<file path="src/rtl/uart_rx_sampler.sv">
`default_nettype none
// +--------------------------------------------------------------------------+
// | Module   : uart_rx_sampler                                               |
// | Function : Oversampling UART receiver front end, 8N1 (8E1 when the       |
// |            UART_RX_PARITY_EN macro is defined).                          |
// | Revision : 1.0                                                           |
// +--------------------------------------------------------------------------+
module uart_rx_sampler #(
    parameter int CLKS_PER_BIT = 16
) (
    input  logic       clk,
    input  logic       rst_n,
    input  logic       rx,
    output logic [7:0] rx_data,
    output logic       rx_ready,
    output logic       frame_err,
    output logic       parity_err,
    output logic       busy
);

    localparam int c_HALF  = CLKS_PER_BIT / 2;
    localparam int c_CNT_W = $clog2(CLKS_PER_BIT);
    localparam logic [c_CNT_W-1:0] c_HALF_LAST = c_CNT_W'(c_HALF - 1);
    localparam logic [c_CNT_W-1:0] c_BIT_LAST  = c_CNT_W'(CLKS_PER_BIT - 1);

    localparam logic [2:0] c_S_IDLE   = 3'd0;
    localparam logic [2:0] c_S_START  = 3'd1;
    localparam logic [2:0] c_S_DATA   = 3'd2;
    localparam logic [2:0] c_S_STOP   = 3'd3;
    localparam logic [2:0] c_S_BREAK  = 3'd4;
`ifdef UART_RX_PARITY_EN
    localparam logic [2:0] c_S_PARITY = 3'd5;
`endif

    logic               r_sync1;
    logic               r_sync2;
    logic               w_rxs;
    logic [2:0]         r_state;
    logic [2:0]         w_next;
    logic [c_CNT_W-1:0] r_cnt;
    logic [3:0]         r_bitcnt;
    logic [7:0]         r_shift;
    logic [7:0]         r_data;
    logic               r_ready;
    logic               r_ferr;
    logic               w_tick;
    logic               w_par_ok;

    always_ff @(posedge clk or negedge rst_n) begin
        if (!rst_n) begin
            r_sync1 <= 1'b1;
            r_sync2 <= 1'b1;
        end else begin
            r_sync1 <= rx;
            r_sync2 <= r_sync1;
        end
    end

    assign w_rxs = r_sync2;

    // First sample lands mid start bit; every later one is a full bit apart.
    assign w_tick = (r_state == c_S_START) ? (r_cnt == c_HALF_LAST)
                                           : (r_cnt == c_BIT_LAST);

    always_ff @(posedge clk or negedge rst_n) begin
        if (!rst_n) begin
            r_state <= c_S_IDLE;
        end else begin
            r_state <= w_next;
        end
    end

    always_comb begin
        w_next = r_state;
        case (r_state)
            c_S_IDLE: begin
                if (!w_rxs) w_next = c_S_START;
            end
            c_S_START: begin
                if (w_tick) w_next = w_rxs ? c_S_IDLE : c_S_DATA;
            end
            c_S_DATA: begin
                if (w_tick && (r_bitcnt == 4'd7)) begin
`ifdef UART_RX_PARITY_EN
                    w_next = c_S_PARITY;
`else
                    w_next = c_S_STOP;
`endif
                end
            end
`ifdef UART_RX_PARITY_EN
            c_S_PARITY: begin
                if (w_tick) w_next = c_S_STOP;
            end
`endif
            c_S_STOP: begin
                if (w_tick) w_next = w_rxs ? c_S_IDLE : c_S_BREAK;
            end
            c_S_BREAK: begin
                if (w_rxs) w_next = c_S_IDLE;
            end
            default: w_next = c_S_IDLE;
        endcase
    end

    always_comb begin
        busy = (r_state != c_S_IDLE);
    end

    always_ff @(posedge clk or negedge rst_n) begin
        if (!rst_n) begin
            r_cnt    <= '0;
            r_bitcnt <= 4'd0;
            r_shift  <= 8'h00;
        end else begin
            // Reloading at each sample point keeps the sample grid drift-free.
            if ((r_state == c_S_IDLE) || w_tick) begin
                r_cnt <= '0;
            end else begin
                r_cnt <= r_cnt + 1'b1;
            end
            if (r_state == c_S_IDLE) begin
                r_bitcnt <= 4'd0;
            end else if ((r_state == c_S_DATA) && w_tick) begin
                r_bitcnt <= r_bitcnt + 4'd1;
                r_shift  <= {w_rxs, r_shift[7:1]};
            end
        end
    end

`ifdef UART_RX_PARITY_EN
    logic r_par_bit;
    logic r_perr;

    always_ff @(posedge clk or negedge rst_n) begin
        if (!rst_n) begin
            r_par_bit <= 1'b0;
        end else if ((r_state == c_S_PARITY) && w_tick) begin
            r_par_bit <= w_rxs;
        end
    end

    assign w_par_ok   = ~(^{r_shift, r_par_bit});
    assign parity_err = r_perr;
`else
    assign w_par_ok   = 1'b1;
    assign parity_err = 1'b0;
`endif

    always_ff @(posedge clk or negedge rst_n) begin
        if (!rst_n) begin
            r_data  <= 8'h00;
            r_ready <= 1'b0;
            r_ferr  <= 1'b0;
`ifdef UART_RX_PARITY_EN
            r_perr  <= 1'b0;
`endif
        end else begin
            r_ready <= 1'b0;
            r_ferr  <= 1'b0;
`ifdef UART_RX_PARITY_EN
            r_perr  <= 1'b0;
`endif
            // A low stop bit outranks any parity result.
            if ((r_state == c_S_STOP) && w_tick) begin
                if (!w_rxs) begin
                    r_ferr <= 1'b1;
                end else if (w_par_ok) begin
                    r_ready <= 1'b1;
                    r_data  <= r_shift;
                end
`ifdef UART_RX_PARITY_EN
                else begin
                    r_perr <= 1'b1;
                end
`endif
            end
        end
    end

    assign rx_data   = r_data;
    assign rx_ready  = r_ready;
    assign frame_err = r_ferr;

endmodule
`default_nettype wire
</file>
<file path="config.mk">
export PLATFORM = sky130hd
export DESIGN_NAME = uart_rx_sampler
export DESIGN_NICKNAME = d
export VERILOG_FILES = /design/src/rtl/uart_rx_sampler.sv
export SDC_FILE = /design/constraint.sdc
export NUM_CORES = 1
export LEC_CHECK = 0
export BUFFER_PORTS_ARGS = -buffer_cell sky130_fd_sc_hd__buf_2
export CORE_MARGIN = 2
export CORE_UTILIZATION = 60
export CTS_CLUSTER_DIAMETER = 120
export CTS_CLUSTER_SIZE = 16
export DETAILED_ROUTE_END_ITERATION = 8
export PLACE_DENSITY_LB_ADDON = 0.15
export SYNTH_ARGS = -nofsm -noshare
export SYNTH_HDL_FRONTEND = slang
export SYNTH_SLANG_ARGS = --single-unit
</file>
<file path="constraint.sdc">
create_clock -name clk -period 5 [get_ports clk]
set_input_delay 0.5 -clock clk [delete_from_list [all_inputs] [get_ports clk]]
set_output_delay 0.5 -clock clk [all_outputs]
set_load 0.02 [all_outputs]
</file>
# Yosys cells after proc, flatten, opt, wreduce, memory -nomap -nowiden
# Index checks and enable logic that the tools add are counted.
totals:
  reg_bits: 31
  output_inout_bits: 12
  word_cells: 50
  in_bits: 3
classes:
  n_reduce_logical: 10
  mux: 16
  n_eq_ne: 12
  n_bitwise: 1
  addsub: 2
ops:
  columns: ["op", "count"]
  rows:
  - ["3-bit two-way mux", 6]
  - ["3-bit case mux with 5 select lines", 1]
  - ["4-bit two-way mux", 3]
  - ["2-bit != test (second input constant)", 5]
  - ["4-bit by 1-bit adder with 4-bit output (second input constant)", 2]
  - ["4-bit by 3-bit == test with 1-bit output (second input constant)", 2]
  - ["3-bit by 2-bit == test with 1-bit output (second input constant)", 2]
  - ["1-bit two-way mux", 5]
  - ["5-bit AND reduction", 1]
  - ["4-bit == test (second input constant)", 1]
  - ["2-bit AND reduction", 2]
  - ["3-bit by 1-bit == test with 1-bit output (second input constant)", 1]
  - ["3-bit == test (second input constant)", 1]
  - ["1-bit logical AND", 3]
  - ["3-bit logical NOT", 1]
  - ["3-bit nonzero test", 1]
  - ["2-bit two-way mux", 1]
  - ["2-bit nonzero test", 1]
  - ["1-bit logical OR", 1]
  - ["1-bit NOT", 1]

# Logic depth before layout (Yosys ltp)
depth:
  word_depth: 5
  mapped_depth: 6
  ltp_nobuf: 4

# Least setup slack after synthesis
# No wires, ideal clock.
synth_path:
  kind: "register to register"
  from: "reg r_state[1]"
  to: "reg r_shift[1]"
  setup_ns: 0.125
  n_path_buf: 3
  required_ns: 4.875
  setup_slack_ns: 3.307
  t_arrival_ns: 1.568
  period_less_slack_ns: 1.693
  stages_incl_launch_ff: 7
  cell_sequence: "dfrtp_1 > buf_4 > or3b_1 > buf_2 > or2_4 > buf_6 > mux2_4"
synth_via:
  elab_chain_len: 4
  word_cells_on_any_way: 7
  cone_classes: "eq/ne (2); mux (1); bitwise (1); reduce/logical (3)"
synth_lines:
  columns: ["item", "line", "text"]
  rows:
  - ["from (decl)", "38", "logic [2:0] r_state;"]
  - ["from (signal assigned)", "67", "r_state <= c_S_IDLE;"]
  - ["from (signal assigned)", "69", "r_state <= w_next;"]
  - ["3-bit by 1-bit == test with 1-bit output", "62", "assign w_tick = (r_state == c_S_START) ? (r_cnt == c_HALF_LAST)"]
  - ["1-bit two-way mux", "62", null]
  - ["1-bit logical AND", "124", "end else if ((r_state == c_S_DATA) && w_tick) begin"]
  - ["2-bit AND reduction (no source line) (*)", null, null]
  - ["to (signal assigned)", "126", "r_shift <= {w_rxs, r_shift[7:1]};"]
  - ["to (decl)", "42", "logic [7:0] r_shift;"]
# Mark *: on every way between the ends. The rest lies on a longest branch, timed or not.
# A chain may end at the register's enable or synchronous reset.

# Worst setup path in the final report
layout_path:
  from: "reg r_cnt[0]"
  to: "reg r_data[5] (netlist: rx_data[5])"
layout_via:
  elab_chain_len: 4
  word_cells_on_any_way: 5
  cone_classes: "eq/ne (2); mux (1); reduce/logical (2)"
layout_lines:
  columns: ["item", "line", "text"]
  rows:
  - ["from (decl)", "40", "logic [c_CNT_W-1:0] r_cnt;"]
  - ["from (signal assigned)", "120", "r_cnt <= r_cnt + 1'b1;"]
  - ["4-bit == test or 4-bit by 3-bit == test with 1-bit output (tied branches)", "63, 62", null]
  - ["1-bit two-way mux (*)", "62", null]
  - ["1-bit logical AND (*)", "165", "if ((r_state == c_S_STOP) && w_tick) begin"]
  - ["2-bit AND reduction (no source line) (*)", null, null]
  - ["to (signal assigned)", "170", "r_data <= r_shift;"]
  - ["to (decl)", "43", "logic [7:0] r_data;"]
# Marked as above.

==> flow_summary.ini <==
[clock_tree]
cts-root-buf = clkbuf_4
cts_sinks = 31
cts_setup_buffers = 0
cts_tree = built
cts.repair.resized = 0
cts_hold_repair.buffers = 0
cts-buffers-inserted = 5
clk_pin_slew_worst_paths_ns = 0.10
cts_buffer_depth = 2
htree_num_levels = 2
clkLatencyLatePin_ns = 0.32

[floorplanning]
rows = 17
die_y_um = 51.1
core_sq_um = 2150
die_x_um = 51.1
start_util = 0.620
pin_count = 15
die_area_sq_um = 2610

[sta]
rsz0062_at_grt = no
tns_ns = 0
setup_ws_ns = 2.84
fin_crit_sh = 0.431
whs_ns = 0.200
fin_crit_ns = 2.16
fin_skew_ns = 0.0130
hold_viol = 0
maxSlewViolCount = 0
max_slew.worst_pin.slew_ns = 0.662
fmax_ghz = 0.464
slew_headroom = 0.559
setup_viol = 0

[synthesis]
ys_top_cells_by_area = dfrtp_1 55%, mux2_2 7.6%, mux2_4 6.8%, dfstp_2 3.9%, ha_1 1.9%
synth_cells = 103
synthesis.nets = 108
async_flop_share = 1.00
synth_top_area_frac = 0.545
synthFlopType = dfrtp_1
synth_edf_count = 0
synth.ff_latch_count = 31
syn_area_per_cell_sq_um = 12.9
yosysTopAreaCell = dfrtp_1
netlist_area_sq_um = 1330
ys_types = 37
synth-seq-area-share = 0.585
yosysWarnings = 0

[routing]
vias_per_cell = 5.52
drcViolationCount = 0
wl_per_cell_um = 14.1
num_vias = 800
dr.pass1.iters = 4
drt_iter0_markers = 9
drt_wl_total_um = 2040
detail-route-antenna-nets = 0

[place]
finalWeightedCongestion = 0.813
hpwl_um = 1360
dp_slack_ns = 2.85
postPlaceCellArea_sq_um = 1390
io_buffers = 13

[status]
status = complete, no violations

[global_routing]
grt_max_degree = 32
grt_pass1_wl_um = 3450
grt_pass1_vias = 736
antenna_found_initial = 0
grt_usage = 0.192
grt_overflow = 0

[worst_setup_path]
cp_max_fo = 11
crit_path_cell_trace = ha_1 -> nand3_1 -> or4_1 -> mux2_2
crit_path_start_kind = register
cp.arrival_ns = 2.36
critPathLaunch = r_cnt[0]
crit_required_ns = 5.21
r2r_end = rx_data[5]
cp_slowest_cell = or4_1
worst_path_largest_cell_delay_ns = 0.77
worst-r2r-setup-slack_ns = 2.84
criticalPathCategory = reg -> reg
endpoint_kind = register
crit_end = rx_data[5]
rr_worst_depth = 4
timing.rr.start = r_cnt[0]

[power_and_ir_drop]
peakVddDrop_mv = 0.241
p_per_area_nw_per_um2 = 405
power.total_mw = 0.586
p_leak_nw = 0.736

[flow_run]
cap_violations = 0

[cells_and_area]
layout.nets = 121
final_cell_area_sq_um = 1450
syn2layout_area_growth_pct = 8.74
diodes = 0
drive_gt1_frac = 0.333

[hold_path]
hold_path_class = in -> async
-- metrics by stage --
step | util | std cells
2_1_floorplan | - | 103
3_3_place_gp | 0.646 | 137
4_1_cts | 0.674 | 145
3_5_place_dp | 0.646 | 137
6_report | 0.674 | 145
5_1_grt | 0.674 | 145
-- cell families (layout without fill, tap and decap cells) --
family / Yosys count / count (layout) / synth area share
and+or+nand+nor: 24 / 24 / 0.106
xor gates and xnor gates: 3 / 3 / 0.0197
other: 1 / 1 / 0.00282
muxes: 15 / 15 / 0.144
DFF: 31 / 31 / 0.585
adders and majority gates: 2 / 2 / 0.0188
buffers and inverters: 10 / 24 / 0.0414
AOI/OAI and AO/OA: 17 / 17 / 0.0827
-- synthesized netlist by cell type, types with 2 or more instances --
cell type,count
nor2_1,4
nor3_1,2
ha_1,2
a21oi_1,3
or4_1,2
buf_4,2
o21ai_0,4
nand2_1,2
buf_2,2
nand3_1,3
clkbuf_1,2
dfrtp_1,29
or3_1,2
inv_1,3
o211ai_1,2
xor2_1,2
a211oi_1,2
mux2_4,6
nand2b_1,2
dfstp_2,2
mux2_2,9
-- worst min-delay path by stage --
stage          startpoint         end  slack (ns)  cells after the start
2_1_floorplan       rst_n   frame_err        0.20                      0
3_5_place_dp      r_sync1     r_sync2        0.35                      0
3_3_place_gp      r_sync1     r_sync2        0.35                      0
5_1_grt             rst_n  r_shift[0]        0.22                      1
6_report            rst_n  r_shift[0]        0.20                      1
4_1_cts             rst_n  r_shift[0]        0.21                      1
-- state kept, by name, summed over array words and instances (netlist names), 3 cells and up --
register and count:
r_shift 8, rx_data 8, r_bitcnt 4, r_cnt 4, r_state 3
-- power breakdown --
part           total, mW  leakage (nW)  switching, mW  internal [mW]
Sequential         0.322         0.412         0.0383          0.283
Combinational      0.118         0.289         0.0623         0.0553
Clock              0.147        0.0353         0.0785         0.0681
Total              0.586         0.736          0.179          0.407
-- routing by layer --
metal | vias to the layer above | global-route usage | wire length [um]
met5 | - | 0 | 0
met2 | 14 | 0.258 | 930
met3 | 2 | 0.0877 | 83
li1 | 386 | - | -
met4 | 0 | 0.0811 | 16
met1 | 398 | 0.268 | 1010
-- worst max-delay path, delay by kind of cell (launching register included) --
kind | cells | cell delay (ns)
fa+ha+maj | 1 | 0.23
flops | 1 | 0.38
mux | 1 | 0.35
simple gates | 2 | 1.09
-- cells in the final DEF, fill, tap and decap left out, drive strengths merged --
master	instances
or3b	1
and2	1
conb	1
a21boi	2
a21oi	3
o21a	1
a211oi	2
xor2	2
nand2b	2
mux2	15
nor2	4
xnor2	1
o211ai	2
dfstp	2
or3	2
nand3	3
dfrtp	29
o22ai	1
nand3b	1
or4	2
inv	3
ha	2
nor3b	1
buf	13
clkinv	1
o21ai	4
nor3	2
nand2	2
or2	1
nand4b	1
a31o	1
clkbuf	7
o31ai	1
and3	1
-- cell type report --
class	count	area (sq um)
Clock buffer	7	55.1
Multi-Input combinational cell	62	498
Clock inverter	1	5.00
Fill cell	167	701
Tap cell	28	35.0
Inverter	3	11.3
Timing Repair Buffer	13	65.1
Sequential cell	31	778
Note: power is estimated with default switching activity, not from simulation.
